**src/rtl/a2d_round_robin_pkg.sv**
```systemverilog
// -----------------------------------------------------------------------------
// a2d_pkg
// Shared definitions for the A2D round-robin sequencer:
//   state_t  - sequencer FSM states
//   chan_t   - channel-index enum (conversion order LFT -> RGHT -> BATT)
//   RD_CMD   - command word sent during the result-read transaction
//   chan_cmd - builds the channel-select command word from a channel number
// -----------------------------------------------------------------------------
package a2d_pkg;

    typedef enum logic [2:0] {
        IDLE,
        SEND_CH,
        WAIT_CH,
        SEND_RD,
        WAIT_RD
    } state_t;

    typedef enum logic [1:0] {
        LFT,
        RGHT,
        BATT
    } chan_t;

    localparam logic [15:0] RD_CMD = 16'h0000;

    // Channel number sits in bits [13:11]; the remaining bits are zero.
    function automatic logic [15:0] chan_cmd(input logic [2:0] ch);
        return {2'b00, ch, 11'h000};
    endfunction

endpackage

```
**src/rtl/a2d_round_robin_if.sv**
```systemverilog
// -----------------------------------------------------------------------------
// a2d_round_robin_if
// SPI-master handshake between the A2D sequencer and the 16-bit SPI master.
//   wrt     - one-cycle pulse starting an SPI transaction (sequencer -> SPI)
//   cmd     - 16-bit command word                       (sequencer -> SPI)
//   done    - transaction complete, pulse or level      (SPI -> sequencer)
//   rd_data - 16-bit read data, valid when done rises   (SPI -> sequencer)
// Modports: master = sequencer side, slave = SPI-master side.
// -----------------------------------------------------------------------------
interface a2d_round_robin_if;
    import a2d_pkg::*;

    logic        wrt;
    logic [15:0] cmd;
    logic        done;
    logic [15:0] rd_data;

    modport master (output wrt, output cmd, input done, input rd_data);
    modport slave  (input wrt, input cmd, output done, output rd_data);

endinterface

```
**src/rtl/a2d_round_robin.sv**
```systemverilog
// -----------------------------------------------------------------------------
// a2d_round_robin
// Converts one A2D channel per nxt request in the fixed order left load cell,
// right load cell, battery, then wraps. Each conversion is a channel-select
// SPI transaction followed by a result-read transaction; the 12-bit result is
// held in the register belonging to that channel.
// Ports:
//   clk       - system clock, rising edge
//   rst_n     - synchronous active-low reset
//   nxt       - one-cycle request to convert the next channel
//   spi       - SPI master handshake (wrt, cmd, done, rd_data)
//   lft_ld    - last left load-cell result
//   rght_ld   - last right load-cell result
//   batt      - last battery result
//   busy      - conversion in progress
//   cnv_cmplt - one-cycle pulse, result register updated on the same edge
// -----------------------------------------------------------------------------
module a2d_round_robin
    import a2d_pkg::*;
#(
    parameter logic [2:0] LFT_CH  = 3'd0,
    parameter logic [2:0] RGHT_CH = 3'd4,
    parameter logic [2:0] BATT_CH = 3'd5
) (
    input  logic                    clk,
    input  logic                    rst_n,
    input  logic                    nxt,
    a2d_round_robin_if.master       spi,
    output logic [11:0]             lft_ld,
    output logic [11:0]             rght_ld,
    output logic [11:0]             batt,
    output logic                    busy,
    output logic                    cnv_cmplt
);

    state_t state;
    state_t state_nxt;
    chan_t  idx;
    logic   done_q;
    logic   done_rise;
    logic   capture;

    function automatic logic [2:0] chan_num(input chan_t c);
        case (c)
            LFT:     return LFT_CH;
            RGHT:    return RGHT_CH;
            default: return BATT_CH;
        endcase
    endfunction

    // A level-held done advances the FSM only once.
    assign done_rise = spi.done & ~done_q;
    assign capture   = (state == WAIT_RD) && done_rise;

    always_comb begin
        state_nxt = state;
        case (state)
            IDLE:    if (nxt) state_nxt = SEND_CH;
            SEND_CH: state_nxt = WAIT_CH;
            WAIT_CH: if (done_rise) state_nxt = SEND_RD;
            SEND_RD: state_nxt = WAIT_RD;
            WAIT_RD: if (done_rise) state_nxt = IDLE;
            default: state_nxt = IDLE;
        endcase
    end

    // Outputs are registered from the next state so wrt/cmd/busy appear in
    // the cycle right after the edge that moves the FSM.
    always_ff @(posedge clk) begin
        if (!rst_n) begin
            state     <= IDLE;
            idx       <= LFT;
            done_q    <= 1'b0;
            spi.wrt   <= 1'b0;
            spi.cmd   <= 16'h0000;
            busy      <= 1'b0;
            cnv_cmplt <= 1'b0;
            lft_ld    <= 12'h000;
            rght_ld   <= 12'h000;
            batt      <= 12'h000;
        end else begin
            state     <= state_nxt;
            done_q    <= spi.done;
            spi.wrt   <= (state_nxt == SEND_CH) || (state_nxt == SEND_RD);
            busy      <= (state_nxt != IDLE);
            cnv_cmplt <= capture;

            if (state_nxt == SEND_CH) begin
                spi.cmd <= chan_cmd(chan_num(idx));
            end else if (state_nxt == SEND_RD) begin
                spi.cmd <= RD_CMD;
            end

            // Upper nibble of the read word carries no data and is dropped.
            if (capture) begin
                case (idx)
                    LFT:     lft_ld  <= spi.rd_data[11:0];
                    RGHT:    rght_ld <= spi.rd_data[11:0];
                    default: batt    <= spi.rd_data[11:0];
                endcase
                case (idx)
                    LFT:     idx <= RGHT;
                    RGHT:    idx <= BATT;
                    default: idx <= LFT;
                endcase
            end
        end
    end

endmodule

```
**src/flat_wrapper.sv**
```systemverilog
// flat-port wrapper written by rule: the top's interface ports become plain ports
module a2d_round_robin_flat import a2d_pkg::*;
#(
    parameter logic [2:0] LFT_CH  = 3'd0,
    parameter logic [2:0] RGHT_CH = 3'd4,
    parameter logic [2:0] BATT_CH = 3'd5
)
  (clk, rst_n, nxt, lft_ld, rght_ld, batt, busy, cnv_cmplt, spi_wrt, spi_cmd, spi_done, spi_rd_data);
  a2d_round_robin_if spi_i ();
  input  logic clk;
  input  logic rst_n;
  input  logic nxt;
  output logic [11:0] lft_ld;
  output logic [11:0] rght_ld;
  output logic [11:0] batt;
  output logic busy;
  output logic cnv_cmplt;
  output wire logic [$bits(spi_i.wrt)-1:0] spi_wrt;
  output wire logic [$bits(spi_i.cmd)-1:0] spi_cmd;
  input wire logic [$bits(spi_i.done)-1:0] spi_done;
  input wire logic [$bits(spi_i.rd_data)-1:0] spi_rd_data;
  assign spi_wrt = spi_i.wrt;
  assign spi_cmd = spi_i.cmd;
  assign spi_i.done = spi_done;
  assign spi_i.rd_data = spi_rd_data;
  a2d_round_robin #(.LFT_CH(LFT_CH), .RGHT_CH(RGHT_CH), .BATT_CH(BATT_CH)) u_core (.clk(clk), .rst_n(rst_n), .nxt(nxt), .spi(spi_i), .lft_ld(lft_ld), .rght_ld(rght_ld), .batt(batt), .busy(busy), .cnv_cmplt(cnv_cmplt));
endmodule
```
**config.mk**
```make
export PLATFORM = sky130hd
export DESIGN_NAME = a2d_round_robin_flat
export DESIGN_NICKNAME = d
export VERILOG_FILES = /design/src/rtl/a2d_round_robin_pkg.sv /design/src/rtl/a2d_round_robin_if.sv /design/src/rtl/a2d_round_robin.sv /design/src/flat_wrapper.sv
export SDC_FILE = /design/constraint.sdc
export NUM_CORES = 1
export LEC_CHECK = 0
export ABC_AREA = 1
export BUFFER_PORTS_ARGS = -buffer_cell sky130_fd_sc_hd__buf_2
export CAP_MARGIN = 10
export CORE_ASPECT_RATIO = 0.6
export CORE_MARGIN = 5
export CORE_UTILIZATION = 49
export CTS_CLUSTER_SIZE = 12
export DETAILED_ROUTE_END_ITERATION = 7
export PLACE_DENSITY = 0.79
export SLEW_MARGIN = 10
export SYNTH_ARGS = -nofsm -noshare
export SYNTH_HDL_FRONTEND = slang
export SYNTH_SLANG_ARGS = --single-unit
```
**constraint.sdc**
```tcl
create_clock -name clk -period 1.7 [get_ports clk]
set_clock_uncertainty 0.1 [all_clocks]
set_input_delay 0.425 -clock clk [delete_from_list [all_inputs] [get_ports clk]]
set_output_delay 0.425 -clock clk [all_outputs]
set_load 0.05 [all_outputs]
```
==> impl_metrics.toml <==
[timing]
final-max-slew-violation-count = 0
rsz0062_at_grt = "false"
finalSetupViolations = 0
period_share_pct = 86.3
tns_ns = 0
max_freq_mhz = 682
relSlewSlack_pct = 63.9
period_needed_ns = 1.47
fin_ws_ns = 0.233
worstMarginPinSlew_ns = 0.541
holdWs_ns = 0.252
hold_viol_final = 0

[min_path]
min_from = "spi_done"
min_path_type = "in2reg"

[placed_design]
place_congestion = 0.803
dpl_worst_slack_ns = 0.237
postPlaceCellArea_sq_um = 2340
hpwlAfterDp_mm = 3.60
io_buffers = 56

[critical_path]
crit_start = "u_core.lft_ld[10]"
crit_type = "reg2out"
critical_path.endpoint_type = "primary output"
cp_slowest_cell = "dfxtp_1"
r2r-start = "u_core.idx[0]"
crit_arrival_ns = 0.94
cpLargestDelayFamily = "flip-flops"
required_ns = 1.17
startpoint_type = "flip-flop"
crit_chain = "buf_2"
crit_fanout = 2
slowest_delay_ns = 0.36
crit_buf_inv = 1

[routing]
ant_nets = 0
drt_wl_total_mm = 5.01
via_count = 1921
routedWlPerCell_microns = 12.6
drtIter0Drc = 89
vias_per_cell = 4.83
drc_errors = 0
first_pass_iters = 4

[cts]
cts_buffers = 5
cts.sinks = 47
cts_resized = 0
postCtsSetupBuffers = 0
clk_pin_slew_ns = 0.09
cts_buffer_depth = 2
htreeDepth = 2
cts_tree = "yes"
postCtsHoldBufs = 0
insertion_delay_ns = 0.30
cts_root_buf = "clkbuf_8"

[yosys]
ys.warnings.count = 0
synth_area_leader_cell = "dfxtp_1"
synth-simple-area-share_pct = 29.1
avgSynthCellArea_sq_um = 7.26
ys_ff_latch = 47
synthFlopType = "dfxtp_1"
synth.distinct_cells = 16
synth_fa_ha_area_share_pct = 0
synth_area_leaders = "dfxtp_1 (45%), nand3_1 (10%), a21oi_1 (9.8%), nand2_1 (9.3%), nor2_1 (7.5%)"
netlist_instances = 288
syn_area_sq_um = 2090
async_reset_ff_share_pct = 0
synth_top_area_share_pct = 45.0
synth-edff-count = 0
synth_most_common_cell = "nand2_1"
seq_area_frac_synth_pct = 45.0
synth_compound_area_share_pct = 9.81
synth-xor-area-share_pct = 0
synth_common_cells = "nand2_1 (52), dfxtp_1 (47), nand3_1 (43)"
synth_top_family_by_area = "simple AND/OR/NAND/NOR gates"
synthMuxAreaShare_pct = 0

[global_route]
grt_pass1_vias = 1724
antenna_found_initial = 0
grt_max_degree = 39
grt_pass1_wl_mm = 8.15
groute.usage.overall_pct = 18.7
overflow = 0

[run]
drv_cap = 0

[final_layout]
fin_area_sq_um = 2420
post_route_cells_drive_above_1_share_pct = 22.5
area_growth_pct = 15.6
n_antenna_cell = 0
fill_cells = 415
fin_util_pct = 58.7
seq_area_sq_um = 941
multi_input_area_sq_um = 872
fin_nets = 358

[die]
dieArea_sq_um = 5720
die_w_microns = 94.4
die_h_microns = 60.6
ios = 75
start_util_pct = 50.8
rows = 18
core_sq_um = 4120

[pwr]
powerDensity_nw_per_um2 = 845
peakVddDrop_mv = 0.419
p_leak_nw = 1.21

[run_status]
status = "finished clean"
-- worst min-delay path: stages --
cell and delay [ns]:
buf_2 0.11, nand2_1 0.05, inv_1 0.04
-- final cells by class --
| class | count | area share [%] |
|---|---|---|
| inverter | 24 | 3.72 |
| tap | 60 | 3.10 |
| clock buffer | 5 | 2.85 |
| sequential | 47 | 38.9 |
| multi-input combinational | 197 | 36.1 |
| timing repair buffer | 63 | 14.8 |
| clock inverter | 2 | 0.569 |
-- layer usage --
layer	wire, microns	GRT usage [%]
met2	2110	26.6
met5	0	0
met1	2330	26.8
met4	78	7.20
met3	498	5.58
-- worst paths after layout --
check,endpoint,slack [ns],depth (start not counted)
setup / recovery,lft_ld[10],0.23,1
hold / removal,u_core.done_q,0.25,3
setup reg to reg,u_core.rght_ld[2],0.31,5
hold reg to reg,u_core.spi.cmd[13],0.37,2
-- registers in the layout, summed over array words and instances, names as in the netlist --
name and flops:
u_core.spi.cmd 2, u_core.spi.wrt 1, u_core.batt 12, u_core.busy 1, u_core.cnv_cmplt 1, u_core.done_q 1
u_core.rght_ld 12, u_core.state 3, u_core.lft_ld 12, u_core.idx 2
-- power by group --
group          switching, mW  total [mW]  internal, mW
sequential            0.0123        1.13          1.12
clock                  0.371       0.653         0.282
combinational          0.205       0.261        0.0554
total                  0.589        2.04          1.45
-- layout by cell type, fill, tap and decap left out --
cell type,instances
a21oi_1,41
buf_12,2
buf_2,56
buf_4,5
clkbuf_8,5
clkinv_2,1
clkinv_4,1
conb_1,14
dfxtp_1,47
inv_1,21
inv_2,3
nand2_1,52
nand3_1,43
nand4_1,2
nor2_1,42
nor2_4,3
-- logic make-up (layout without fill, tap and decap cells) --
group,after synthesis,after routing
AOI/OAI and AO/OA,41,41
buffers and inverters,57,94
DFF,47,47
other,1,14
and+or+nand+nor,142,142
-- through the flow --
step	power, mW	instances
finish	2.04	398
global route	2.13	398
CTS	2.05	398
detailed placement	1.41	391
global placement	1.41	391
floorplan	1.38	301
Note: power is estimated with default switching activity, not from simulation.
